## config.mk

```make
export PLATFORM = sky130hd
export DESIGN_NAME = direction_debounce_flat
export DESIGN_NICKNAME = d
export VERILOG_FILES = /design/src/rtl/div4_pkg.sv /design/src/rtl/direction_debounce_if.sv /design/src/rtl/bit_synchronizer.sv /design/src/rtl/direction_debounce.sv /design/src/flat_wrapper.sv
export SDC_FILE = /design/constraint.sdc
export NUM_CORES = 1
export LEC_CHECK = 0
export CORE_MARGIN = 4
export CORE_UTILIZATION = 40
export DETAILED_ROUTE_END_ITERATION = 10
export PLACE_DENSITY_LB_ADDON = 0.1
export SLEW_MARGIN = 40
export SYNTH_ARGS = -nofsm -noshare
export SYNTH_HDL_FRONTEND = slang
export SYNTH_HIERARCHICAL = 1
export SYNTH_SLANG_ARGS = --single-unit
export TNS_END_PERCENT = 30
```

## constraint.sdc

```tcl
create_clock -name clk -period 3.2 [get_ports clk]
set_input_delay 0.32 -clock clk [delete_from_list [all_inputs] [get_ports clk]]
set_output_delay 0.32 -clock clk [all_outputs]
set_load 0.01 [all_outputs]
```

## src/rtl/div4_pkg.sv

```systemverilog
`default_nettype none
// ============================================================================
//  Package     : div4_pkg
//  Description : Shared types and constants for the divide-by-four counter
//                and its direction-switch conditioning logic.
//                - debounce_state_t : debounce FSM state encoding
//                - DIR_UP / DIR_DOWN: direction levels seen by the counter
//                - DEBOUNCE_CYCLES_* : stable-sample counts for sim / hardware
//  Revision    : 1.0 - initial release
// ============================================================================
package div4_pkg;

  typedef enum logic [1:0] {
    STABLE_LOW  = 2'd0,
    WAIT_HIGH   = 2'd1,
    STABLE_HIGH = 2'd2,
    WAIT_LOW    = 2'd3
  } debounce_state_t;

  localparam logic DIR_UP   = 1'b0;
  localparam logic DIR_DOWN = 1'b1;

  // Short debounce for simulation; 10 ms at 50 MHz on the board.
  localparam int DEBOUNCE_CYCLES_SIM = 4;
  localparam int DEBOUNCE_CYCLES_HW  = 500000;

endpackage : div4_pkg
`default_nettype wire

```

## src/rtl/direction_debounce_if.sv

```systemverilog
`default_nettype none
// ============================================================================
//  Interface   : direction_debounce_if
//  Description : Bundles the raw switch input and the conditioned outputs of
//                the direction debouncer.
//                button_in    : raw switch level (asynchronous, bouncing)
//                signal_out   : debounced direction level
//                dir_changed  : one-cycle pulse when signal_out changes
//                glitch_count : saturating count of rejected transitions
//                master : the debouncer (consumes button_in, drives the rest)
//                slave  : the environment (switch source and counter side)
//  Revision    : 1.0 - initial release
// ============================================================================
interface direction_debounce_if #(
  parameter int GLITCH_W = 8
);

  logic                button_in;
  logic                signal_out;
  logic                dir_changed;
  logic [GLITCH_W-1:0] glitch_count;

  modport master (
    input  button_in,
    output signal_out,
    output dir_changed,
    output glitch_count
  );

  modport slave (
    output button_in,
    input  signal_out,
    input  dir_changed,
    input  glitch_count
  );

endinterface : direction_debounce_if
`default_nettype wire

```

## src/rtl/bit_synchronizer.sv

```systemverilog
`default_nettype none
// ============================================================================
//  Module      : bit_synchronizer
//  Description : N-flop synchroniser chain for a single asynchronous bit.
//                All flops reset asynchronously to 0.
//                clk   : destination clock
//                reset : asynchronous, active-high reset
//                d_i   : asynchronous input bit
//                q_o   : synchronised output (STAGES edges of latency)
//  Revision    : 1.0 - initial release
// ============================================================================
module bit_synchronizer #(
  parameter int STAGES = 2
) (
  input  wire logic clk,
  input  wire logic reset,
  input  wire logic d_i,
  output logic      q_o
);

  logic [STAGES-1:0] sync_q;

  always_ff @(posedge clk or posedge reset) begin
    if (reset) begin
      sync_q <= '0;
    end else begin
      sync_q <= {sync_q[STAGES-2:0], d_i};
    end
  end

  assign q_o = sync_q[STAGES-1];

endmodule : bit_synchronizer
`default_nettype wire

```

## src/rtl/direction_debounce.sv

```systemverilog
`default_nettype none
// ============================================================================
//  Module      : direction_debounce
//  Description : Synchronises and debounces the raw direction switch feeding
//                the divide-by-four up/down counter (0 = up, 1 = down).
//                clk   : system clock
//                reset : asynchronous, active-high reset
//                dir_if (master modport):
//                  button_in    in  raw switch level
//                  signal_out   out debounced direction
//                  dir_changed  out one-cycle pulse on direction change
//                  glitch_count out saturating rejected-transition count
//  Revision    : 1.0 - initial release
// ============================================================================
module direction_debounce
  import div4_pkg::*;
#(
  parameter int SYNC_STAGES     = 2,
  parameter int DEBOUNCE_CYCLES = DEBOUNCE_CYCLES_SIM,
  parameter int GLITCH_W        = 8
) (
  input  wire logic            clk,
  input  wire logic            reset,
  direction_debounce_if.master dir_if
);

  localparam int CNT_W = $clog2(DEBOUNCE_CYCLES + 1);
  localparam logic [CNT_W-1:0]    CNT_MAX    = CNT_W'(DEBOUNCE_CYCLES);
  localparam logic [GLITCH_W-1:0] GLITCH_MAX = '1;

  generate
    if (SYNC_STAGES < 2) begin : g_bad_sync
      $error("direction_debounce: SYNC_STAGES must be >= 2");
    end
    if (DEBOUNCE_CYCLES < 1) begin : g_bad_debounce
      $error("direction_debounce: DEBOUNCE_CYCLES must be >= 1");
    end
  endgenerate

  logic s;

  bit_synchronizer #(
    .STAGES (SYNC_STAGES)
  ) u_sync (
    .clk   (clk),
    .reset (reset),
    .d_i   (dir_if.button_in),
    .q_o   (s)
  );

  debounce_state_t     state_q,  state_d;
  logic [CNT_W-1:0]    cnt_q,    cnt_d;
  logic                out_q,    out_d;
  logic                chg_q,    chg_d;
  logic [GLITCH_W-1:0] glitch_q, glitch_d;

  always_ff @(posedge clk or posedge reset) begin
    if (reset) begin
      state_q  <= STABLE_LOW;
      cnt_q    <= '0;
      out_q    <= DIR_UP;
      chg_q    <= 1'b0;
      glitch_q <= '0;
    end else begin
      state_q  <= state_d;
      cnt_q    <= cnt_d;
      out_q    <= out_d;
      chg_q    <= chg_d;
      glitch_q <= glitch_d;
    end
  end

  // cnt counts synced samples of the new level seen so far, including the
  // one that left the stable state; the change is accepted on the sample
  // after cnt reaches DEBOUNCE_CYCLES, so cnt never wraps.
  always_comb begin
    state_d  = state_q;
    cnt_d    = cnt_q;
    out_d    = out_q;
    chg_d    = 1'b0;
    glitch_d = glitch_q;

    case (state_q)
      STABLE_LOW: begin
        if (s) begin
          state_d = WAIT_HIGH;
          cnt_d   = CNT_W'(1);
        end else begin
          cnt_d   = '0;
        end
      end

      WAIT_HIGH: begin
        if (!s) begin
          state_d = STABLE_LOW;
          cnt_d   = '0;
          if (glitch_q != GLITCH_MAX) glitch_d = glitch_q + GLITCH_W'(1);
        end else if (cnt_q == CNT_MAX) begin
          state_d = STABLE_HIGH;
          cnt_d   = '0;
          out_d   = DIR_DOWN;
          chg_d   = 1'b1;
        end else begin
          cnt_d   = cnt_q + CNT_W'(1);
        end
      end

      STABLE_HIGH: begin
        if (!s) begin
          state_d = WAIT_LOW;
          cnt_d   = CNT_W'(1);
        end else begin
          cnt_d   = '0;
        end
      end

      WAIT_LOW: begin
        if (s) begin
          state_d = STABLE_HIGH;
          cnt_d   = '0;
          if (glitch_q != GLITCH_MAX) glitch_d = glitch_q + GLITCH_W'(1);
        end else if (cnt_q == CNT_MAX) begin
          state_d = STABLE_LOW;
          cnt_d   = '0;
          out_d   = DIR_UP;
          chg_d   = 1'b1;
        end else begin
          cnt_d   = cnt_q + CNT_W'(1);
        end
      end

      default: begin
        state_d = STABLE_LOW;
        cnt_d   = '0;
      end
    endcase
  end

  assign dir_if.signal_out   = out_q;
  assign dir_if.dir_changed  = chg_q;
  assign dir_if.glitch_count = glitch_q;

endmodule : direction_debounce
`default_nettype wire
```

## src/flat_wrapper.sv

```systemverilog
// flat-port wrapper written by rule: the top's interface ports become plain ports
module direction_debounce_flat import div4_pkg::*;
#(
  parameter int SYNC_STAGES     = 2,
  parameter int DEBOUNCE_CYCLES = DEBOUNCE_CYCLES_SIM,
  parameter int GLITCH_W        = 8
)
  (clk, reset, dir_if_button_in, dir_if_signal_out, dir_if_dir_changed, dir_if_glitch_count);
  direction_debounce_if #(.GLITCH_W(GLITCH_W)) dir_if_i ();
  input  wire logic clk;
  input  wire logic reset;
  input wire logic [$bits(dir_if_i.button_in)-1:0] dir_if_button_in;
  output wire logic [$bits(dir_if_i.signal_out)-1:0] dir_if_signal_out;
  output wire logic [$bits(dir_if_i.dir_changed)-1:0] dir_if_dir_changed;
  output wire logic [$bits(dir_if_i.glitch_count)-1:0] dir_if_glitch_count;
  assign dir_if_i.button_in = dir_if_button_in;
  assign dir_if_signal_out = dir_if_i.signal_out;
  assign dir_if_dir_changed = dir_if_i.dir_changed;
  assign dir_if_glitch_count = dir_if_i.glitch_count;
  direction_debounce #(.SYNC_STAGES(SYNC_STAGES), .DEBOUNCE_CYCLES(DEBOUNCE_CYCLES), .GLITCH_W(GLITCH_W)) u_core (.clk(clk), .reset(reset), .dir_if(dir_if_i));
endmodule
```

Word level (Yosys, flattened, before mapping)
Cells that the tools add are included.
{"block": "classes", "eq_ne": 15, "multipliers": 0, "magnitude_cmp": 0, "n_shift": 0, "n_div": 0, "bitwise": 0, "n_reduce_logical": 5, "n_mux": 26, "addsub": 2}
{"operator": "2-to-1 mux 8 bit", "count": 3}
{"operator": "case mux 8 bit (2 select lines)", "count": 1}
{"operator": "2-to-1 mux 2 bit", "count": 6}
{"operator": "inequality test 2 bit, second input constant", "count": 6}
{"operator": "case mux 3 bit (4 select lines)", "count": 1}
{"operator": "2-to-1 mux 1 bit", "count": 9}
{"operator": "2-to-1 mux 3 bit", "count": 3}
{"operator": "adder 8 x 1 -> 8 bit, second input constant", "count": 1}
{"operator": "inequality test 8 bit, second input constant", "count": 1}
{"operator": "case mux 2 bit (4 select lines)", "count": 1}
{"operator": "inequality test 3 x 2 -> 1 bit, second input constant", "count": 2}
{"operator": "AND reduction 5 bit", "count": 1}
{"operator": "== test 2 bit, second input constant", "count": 2}
{"operator": "inequality test 2 x 1 -> 1 bit, second input constant", "count": 2}
{"operator": "case mux 1 bit (2 select lines)", "count": 2}
{"operator": "AND reduction 4 bit", "count": 1}
{"operator": "adder 3 x 1 -> 3 bit, second input constant", "count": 1}
{"operator": "== test 3 bit, second input constant", "count": 1}
{"operator": "AND reduction 3 bit", "count": 1}
{"operator": "== test 2 x 1 -> 1 bit, second input constant", "count": 1}
{"operator": "zero test 2 bit", "count": 1}
{"operator": "nonzero test 2 bit", "count": 1}
{"block": "word_totals", "regBits": 17, "memories": 0, "output_inout_bits": 10, "ram_bits": 0, "latch_bits": 0, "in_bits": 3, "mem_bits_ro": 0}

Longest topological paths before layout
Gate-level depths: netlist of the first run.
{"block": "depth", "ltp_word": 4, "mapped_depth": 5, "ltp_nobuf": 5}

Cells and area by module
The synthesis of the first run kept the hierarchy.
{"mod": "direction_debounce", "area_each_um2": 716.9, "instances": 1, "seq_area_each_um2": 375.4, "cells_per_inst": 64}
{"mod": "bit_synchronizer", "area_each_um2": 53.8, "instances": 1, "seq_area_each_um2": 50.0, "cells_per_inst": 3}

Worst setup path before layout of the first run
No wires, ideal clock.
{"block": "synth_timing", "kind": "reg-to-reg", "from": "register u_core.glitch_q[0] (netlist: u_core/dir_if.glitch_count[0])", "to": "register u_core.glitch_q[1] (netlist: u_core/dir_if.glitch_count[1])", "arrival_time_ns": 1.411, "path_stages_with_launch": 6, "period_less_slack_ns": 1.536, "setup_ns": 0.125, "path_slack_ns": 1.664, "n_path_buf": 0, "required_time_ns": 3.075, "path_cell_list": "dfrtp_1 -> ha_1 -> and4_1 -> nand4_2 -> nand2_4 -> mux2_4"}
{"block": "synth_via", "elab_chain_len": 4, "elab_cells_between_ends": 6, "classes_between": "1 x add/sub; 1 x eq/ne; 4 x mux"}
{"element": "from (decl)", "line_no": "direction_debounce.sv:55", "source": "logic [GLITCH_W-1:0] glitch_q, glitch_d;"}
{"element": "from (signal assigned)", "line_no": "direction_debounce.sv:69", "source": "glitch_q <= glitch_d;"}
{"element": "adder 8 x 1 -> 8 bit or inequality test 8 bit (tied branches)", "line_no": "direction_debounce.sv:97, direction_debounce.sv:121"}
{"element": "2-to-1 mux 8 bit *", "line_no": "direction_debounce.sv:97, direction_debounce.sv:121"}
{"element": "2-to-1 mux 8 bit, on equally long branches", "line_no": "direction_debounce.sv:118, direction_debounce.sv:94"}
{"element": "case mux 8 bit (2 select lines) *", "line_no": "direction_debounce.sv:83", "source": "case (state_q)"}
Every way passes the cells marked *; elsewhere a longest branch is shown, timed or not. The select of a mux whose other input is x is not followed.
A chain may end at the register's enable or synchronous reset.

Worst setup path after layout of the first run
Ends and elaborated chain as after synthesis.

==> qor.csv, run 1 <==
stage,metric,value,unit
power,VDD IR-drop max,0.359,mV
yosys,Synth cell types,23,
timing,final worst-path setup slack,1.55,ns
timing,Fmax achieved,0.607,GHz
critical_path,launch point of the critical path,u_core/dir_if.glitch_count[0],
critical_path,Max Fanout on Critical Path,5,
critical_path,required time of the critical path,3.37,ns
critical_path,slowest CP cell,sky130_fd_sc_hd__dfrtp_1,
final_layout,fraction of final layout cells with drive strength greater than 1,0.0854,
grt,first-pass GRT wire length,2.21,mm
final_layout,count of fill cells added during filler insertion,174,
critical_path,R2R Path Start,u_core/dir_if.glitch_count[0],
floorplanning,initial cell density of the core,0.432,
floorplanning,placement row count,15,
critical_path,Buffers & Inverters on Critical Path,0,
placement,gp weighted congestion,0.711,
final_layout,antenna cells,0,
yosys,register bit count reported by yosys,17,
yosys,net count of the mapped netlist,73,
power,leak pwr,0.436,nW
cts,CTS sink count,17,
yosys,number of warnings issued by yosys,6,
final_layout,synthesis-to-layout area growth,22.1,%
cts,clock edge transition at the registers on the reported setup and hold paths,0.10,ns
critical_path,critical path capture point type,flip-flop,
run,Max-cap violations,0,
grt,vias in the first global route,482,
cts,TritonCTS clock tree,done,
critical_path,CP Data Arrival Time,1.82,ns
yosys,synthesized netlist cell count,67,
critical_path,largest incremental delay on the critical path,0.42,ns
placement,worst slack at placement,1.60,ns
grt,gr usage total,0.111,
placement,final HPWL from detailed placement,910,um
yosys,post-synthesis sequential area ratio,0.552,
critical_path,FF-to-FF path depth,5,
critical_path,worst setup slack for register-to-register paths,1.55,ns
critical_path,worst-path cell chain,ha_1 > and4_1 > nand4_2 > nand2_4 > mux2_4,
critical_path,kind of critical path,flip-flop to flip-flop,
timing,setup_tns,0,ns
grt,pin count of the biggest net entering global routing,16,
final_layout,Total Nets Final,89,
floorplanning,total die area,0.00269,sq mm
cts,largest buffer count on any clock path,2,
route,Initial DRT Pass Iterations,2,
timing,worst slew pin tran,0.565,ns
cts,cts-stage hold buffer count,0,
timing,final hold violations,0,
timing,total count of max-transition violations in the final report,0,
route,average wire per cell in the routed design,11.8,um
timing,minimum clock period,1.65,ns
route,total vias in the final route,523,
critical_path,capture point of the worst path,u_core/dir_if.glitch_count[1],
floorplanning,height of the die,51.9,um
floorplanning,Top Ports,13,
route,final WL,1.26,mm
floorplanning,area inside the core boundary,0.00178,sq mm
timing,unrepaired setup endpoints after global routing,no,
yosys,synthesized area per cell,11.5,sq um
power,Pwr per Cell Area,678,mW/mm^2
timing,worst slack on hold paths,0.203,ns
timing,"Period Utilization, post-route",0.515,
grt,total global routing overflow,0,
critical_path,critical register-to-register path endpoint,u_core/dir_if.glitch_count[1],
cts,number of buffers created by CTS,3,
critical_path,startpoint class of the critical path,flip-flop,
critical_path,top cell family by delay on the critical path,simple AND/OR/NAND/NOR gates,
timing,relative slew slack,0.623,
route,number of remaining DRC errors,0,
cts,clk root buf,sky130_fd_sc_hd__clkbuf_4,
placement,Port Buffers,12,
cts,H-tree level count,1,
cts,post-cts sizing count,0,
critical_path,stages on the worst setup path,5,
yosys,post-synthesis cell area,771,sq um
floorplanning,die boundary width,51.9,um
cts,number of setup buffers added after CTS,0,
timing,"Setup violations, final",0,
route,vias per cell,4.89,
status,outcome,"complete, no violations",
timing,final setup skew,0.00632,ns
cts,worst skew pair latency,0.28,ns
hold_path,path category of the worst min-delay check,primary input to asynchronous set/reset pin,
route,drt first-iter violations,7,
grt,initial antenna violation count,0,
route,antenna-violating nets left,0,
==> cell type report <==
type	instances	area (sq um)	area share
clock buffers	4	26.3	0.0279
multi-input cells	43	315	0.335
repair buffers	12	120	0.128
well taps	25	31.3	0.0332
flip-flops and latches	17	425	0.452
inverters	6	22.5	0.0239
==> power breakdown <==
part | leakage (nW) | switching [mW] | internal [mW] | total (mW)
logic | 0.207 | 0.0846 | 0.124 | 0.209
clock network | 0.0150 | 0.0637 | 0.0484 | 0.112
registers | 0.213 | 0.0547 | 0.263 | 0.317
==> layout by cell type, fill, tap and decap left out, drive strengths merged <==
master,instances
and4b,1
clkdlybuf4s50,12
nand3,5
o21ai,2
nor2,3
mux2,1
nand4,3
ha,3
inv,6
dfrtp,17
clkbuf,4
a211oi,1
and4,1
and2,1
a21oi,3
nor3b,1
nand2,5
and3,4
xnor2,6
nor3,1
mux2i,2
==> kinds of logic after synthesis <==
group                    synth area share
flip-flops                          0.552
XOR/XNOR                           0.0779
buffers and inverters              0.0390
AND/OR/NAND/NOR                     0.195
AO/OA/AOI/OAI                      0.0422
adder cells (fa/ha/maj)            0.0487
multiplexers                       0.0454
==> how the worst min path moves through the flow <==
stage                            startpoint                 endpoint
finish                                reset  u_core/u_sync/sync_q[0]
global route                          reset  u_core/u_sync/sync_q[0]
CTS                                   reset  u_core/u_sync/sync_q[0]
detailed placement  u_core/u_sync/sync_q[0]  u_core/u_sync/sync_q[1]
global placement    u_core/u_sync/sync_q[0]  u_core/u_sync/sync_q[1]
floorplan                             reset  u_core/u_sync/sync_q[0]
==> per-layer routing <==
metal	wire length, um	GRT usage	vias to the layer above
met5	0	0	-
met4	13	0.0524	0
met3	33	0.0258	2
met2	555	0.157	6
met1	661	0.157	256
li1	-	-	259
==> registers in the layout (all words and copies together) (netlist names), named ones only <==
signal                      cells
u_core/cnt_q                    3
u_core/u_sync/sync_q            2
u_core/dir_if.dir_changed       1
u_core/dir_if.glitch_count      8
u_core/dir_if.signal_out        1
u_core/state_q                  1
==> Yosys cell counts <==
cell type,number,area (sq um)
sky130_fd_sc_hd__dfrtp_1,17,425
sky130_fd_sc_hd__inv_1,6,22.5
sky130_fd_sc_hd__nand3_1,5,25.0
sky130_fd_sc_hd__xnor2_1,5,43.8
sky130_fd_sc_hd__and3_1,4,25.0
sky130_fd_sc_hd__nand2_1,4,15.0
sky130_fd_sc_hd__a21oi_1,3,15.0
sky130_fd_sc_hd__ha_1,3,37.5
sky130_fd_sc_hd__nor2_1,3,11.3
sky130_fd_sc_hd__mux2i_1,2,20.0
sky130_fd_sc_hd__nand4_1,2,12.5
sky130_fd_sc_hd__o21ai_0,2,10.0
sky130_fd_sc_hd__a211oi_1,1,7.51
sky130_fd_sc_hd__and2_1,1,6.26
sky130_fd_sc_hd__and4_1,1,8.76
sky130_fd_sc_hd__and4b_1,1,10.0
sky130_fd_sc_hd__buf_4,1,7.51
sky130_fd_sc_hd__mux2_4,1,15.0
sky130_fd_sc_hd__nand2_4,1,11.3
sky130_fd_sc_hd__nand4_2,1,12.5
sky130_fd_sc_hd__nor3_1,1,5.00
sky130_fd_sc_hd__nor3b_1,1,7.51
sky130_fd_sc_hd__xnor2_2,1,16.3
==> stage by stage <==
step | instance area (sq um) | util | power, mW | std cells
floorplan | 771 | - | 0.437 | 67
global placement | 915 | 0.513 | 0.530 | 103
detailed placement | 915 | 0.513 | 0.533 | 103
CTS | 941 | 0.528 | 0.648 | 107
global route | 941 | 0.528 | 0.688 | 107
finish | 941 | 0.528 | 0.638 | 107
Power figures use the tool's default switching activity.
==> run 2, diff against run 1 <==
- clock period: 3.2 -> 1.65 ns (I/O delays scaled with it)
==> run 2 against run 1 <==
Utilization grew 0.84 points. Register-to-register slack got worse by 1.4 ns. Cell count is 1.9% higher. Design area grew 1.6%. Count of clock-buffer cells in the layout is the same. Total power increased by 94%. Global-route usage increased by 1.2 points. Die area did not move. Largest cell class unchanged. Largest power group unchanged.
==> qor.csv, run 2 (synthesis gave the netlist of run 1 again) <==
stage,metric,value,unit
grt,initial antenna violation count,0,
grt,routing layer with the top usage in global route,met2,
timing,final worst-path setup slack,0.142,ns
critical_path,CP Data Arrival Time,1.68,ns
route,average wire per cell in the routed design,12.3,um
final_layout,fraction of final layout cells with drive strength greater than 1,0.107,
floorplanning,initial cell density of the core,0.432,
timing,"Setup violations, final",0,
cts,number of buffers created by CTS,3,
timing,final hold violations,0,
floorplanning,area inside the core boundary,0.00178,sq mm
placement,Port Buffers,12,
timing,final setup skew,0.00675,ns
route,final WL,1.34,mm
cts,CTS sink count,17,
cts,post-cts sizing count,0,
critical_path,R2R Path Start,u_core/dir_if.glitch_count[0],
timing,unrepaired setup endpoints after global routing,no,
timing,setup_tns,0,ns
final_layout,footprint of the flip-flops and latches,425,sq um
cts,H-tree level count,1,
critical_path,Max Fanout on Critical Path,4,
route,antenna-violating nets left,0,
final_layout,"commonest cells after routing, fill and taps aside","17 x sky130_fd_sc_hd__dfrtp_1, 12 x sky130_fd_sc_hd__clkdlybuf4s50_1, 6 x sky130_fd_sc_hd__inv_1",
cts,cts-stage hold buffer count,0,
hold_path,path category of the worst min-delay check,primary input to asynchronous set/reset pin,
final_layout,final standard cell utilization of the core,0.536,
route,Initial DRT Pass Iterations,4,
timing,"Period Utilization, post-route",0.914,
power,post-layout total power,1.24,mW
critical_path,critical register-to-register path endpoint,u_core/dir_if.glitch_count[1],
floorplanning,die boundary width,51.9,um
power,VDD IR-drop max,0.621,mV
timing,relative slew slack,0.625,
critical_path,slowest CP cell,sky130_fd_sc_hd__dfrtp_1,
floorplanning,height of the die,51.9,um
grt,vias in the first global route,521,
final_layout,most common library cell in the layout ignoring fill and taps,sky130_fd_sc_hd__dfrtp_1,
critical_path,Buffers & Inverters on Critical Path,0,
route,vias per cell,5.03,
route,number of remaining DRC errors,0,
critical_path,required time of the critical path,1.83,ns
grt,first-pass GRT wire length,2.35,mm
timing,minimum clock period,1.51,ns
grt,total global routing overflow,0,
timing,worst slack on hold paths,0.0589,ns
grt,met2 demand-to-capacity share in global routing,0.186,
critical_path,largest incremental delay on the critical path,0.41,ns
critical_path,worst-path cell chain,ha_1 > and4_1 > nand4_2 > nand2_4 > mux2_4,
cts,clk root buf,sky130_fd_sc_hd__clkbuf_4,
cts,number of setup buffers added after CTS,0,
route,drt first-iter violations,4,
final_layout,max reg flops,8,
run,Max-cap violations,0,
timing,worst slew pin tran,0.562,ns
critical_path,top cell family by delay on the critical path,simple AND/OR/NAND/NOR gates,
final_layout,Total Nets Final,91,
timing,Fmax achieved,0.663,GHz
grt,met3 Resource Use GR,0.0344,
placement,gp weighted congestion,0.723,
grt,pin count of the biggest net entering global routing,16,
placement,final HPWL from detailed placement,980,um
critical_path,FF-to-FF path depth,5,
power,Pwr per Cell Area,1290,mW/mm^2
power,leak pwr,0.445,nW
cts,TritonCTS clock tree,done,
grt,global routing met1 resource utilization,0.151,
placement,worst slack at placement,0.143,ns
grt,gr usage total,0.123,
cts,largest buffer count on any clock path,2,
status,outcome,"complete, no violations",
route,total vias in the final route,548,
timing,total count of max-transition violations in the final report,0,
critical_path,startpoint class of the critical path,flip-flop,
final_layout,count of fill cells added during filler insertion,162,
critical_path,worst setup slack for register-to-register paths,0.14,ns
floorplanning,placement row count,15,
critical_path,kind of critical path,flip-flop to flip-flop,
final_layout,synthesis-to-layout area growth,24.0,%
final_layout,combined area of the multi-input logic cells,315,sq um
critical_path,critical path capture point type,flip-flop,
floorplanning,total die area,0.00269,sq mm
final_layout,antenna cells,0,
cts,clock edge transition at the registers on the reported setup and hold paths,0.10,ns
cts,worst skew pair latency,0.28,ns
floorplanning,Top Ports,13,
-- run 2: cell types whose count changed in the layout (fill, tap and decap cells not counted), sizes merged --
cell,before,now
buf,0,2
-- run 2: worst reg2reg max path: cells and delay by family (launching register included) --
family                     cells  cell delay, ns
and+or+nand+nor                3            0.52
adders and majority gates      1            0.19
DFF                            1            0.41
muxes                          1            0.29
-- run 2: layout make-up --
cell class	instances	share of cell area
sequential	17	0.445
clock buffer	4	0.0275
timing repair buffer	14	0.141
multi-input combinational	43	0.330
inverter	6	0.0236
tap	25	0.0327
-- run 2: per-layer routing --
metal / wire length [um] / vias up / part of all wire
met5: 0 / - / 0
met1: 636 / 271 / 0.48
met2: 641 / 8 / 0.48
li1: - / 267 / -
met4: 19 / 0 / 0.014
met3: 39 / 2 / 0.029
-- run 2: worst max path at each step --
| stage | start | end | slack, ns | depth (start not counted) |
|---|---|---|---|---|
| 3_5_place_dp | u_core/dir_if.glitch_count[0] | u_core/dir_if.glitch_count[1] | 0.14 | 5 |
| 4_1_cts | u_core/dir_if.glitch_count[0] | u_core/dir_if.glitch_count[1] | 0.12 | 5 |
| 5_1_grt | u_core/dir_if.glitch_count[0] | u_core/dir_if.glitch_count[1] | 0.05 | 5 |
| 3_3_place_gp | u_core/dir_if.glitch_count[0] | u_core/dir_if.glitch_count[1] | 0.19 | 5 |
| 6_report | u_core/dir_if.glitch_count[0] | u_core/dir_if.glitch_count[1] | 0.14 | 5 |
| 2_1_floorplan | u_core/dir_if.glitch_count[0] | u_core/dir_if.glitch_count[1] | 0.11 | 5 |
-- run 2: metrics by stage --
step / instances / instance area [sq um]
finish: 109 / 956
global route: 109 / 956
CTS: 109 / 956
detailed placement: 105 / 930
global placement: 105 / 930
floorplan: 67 / 771
-- run 2: where the power goes --
part	leakage (nW)	internal (mW)	total, mW	switching (mW)
Clock	0.0150	0.0937	0.213	0.119
Combinational	0.216	0.245	0.408	0.164
Sequential	0.213	0.509	0.616	0.106
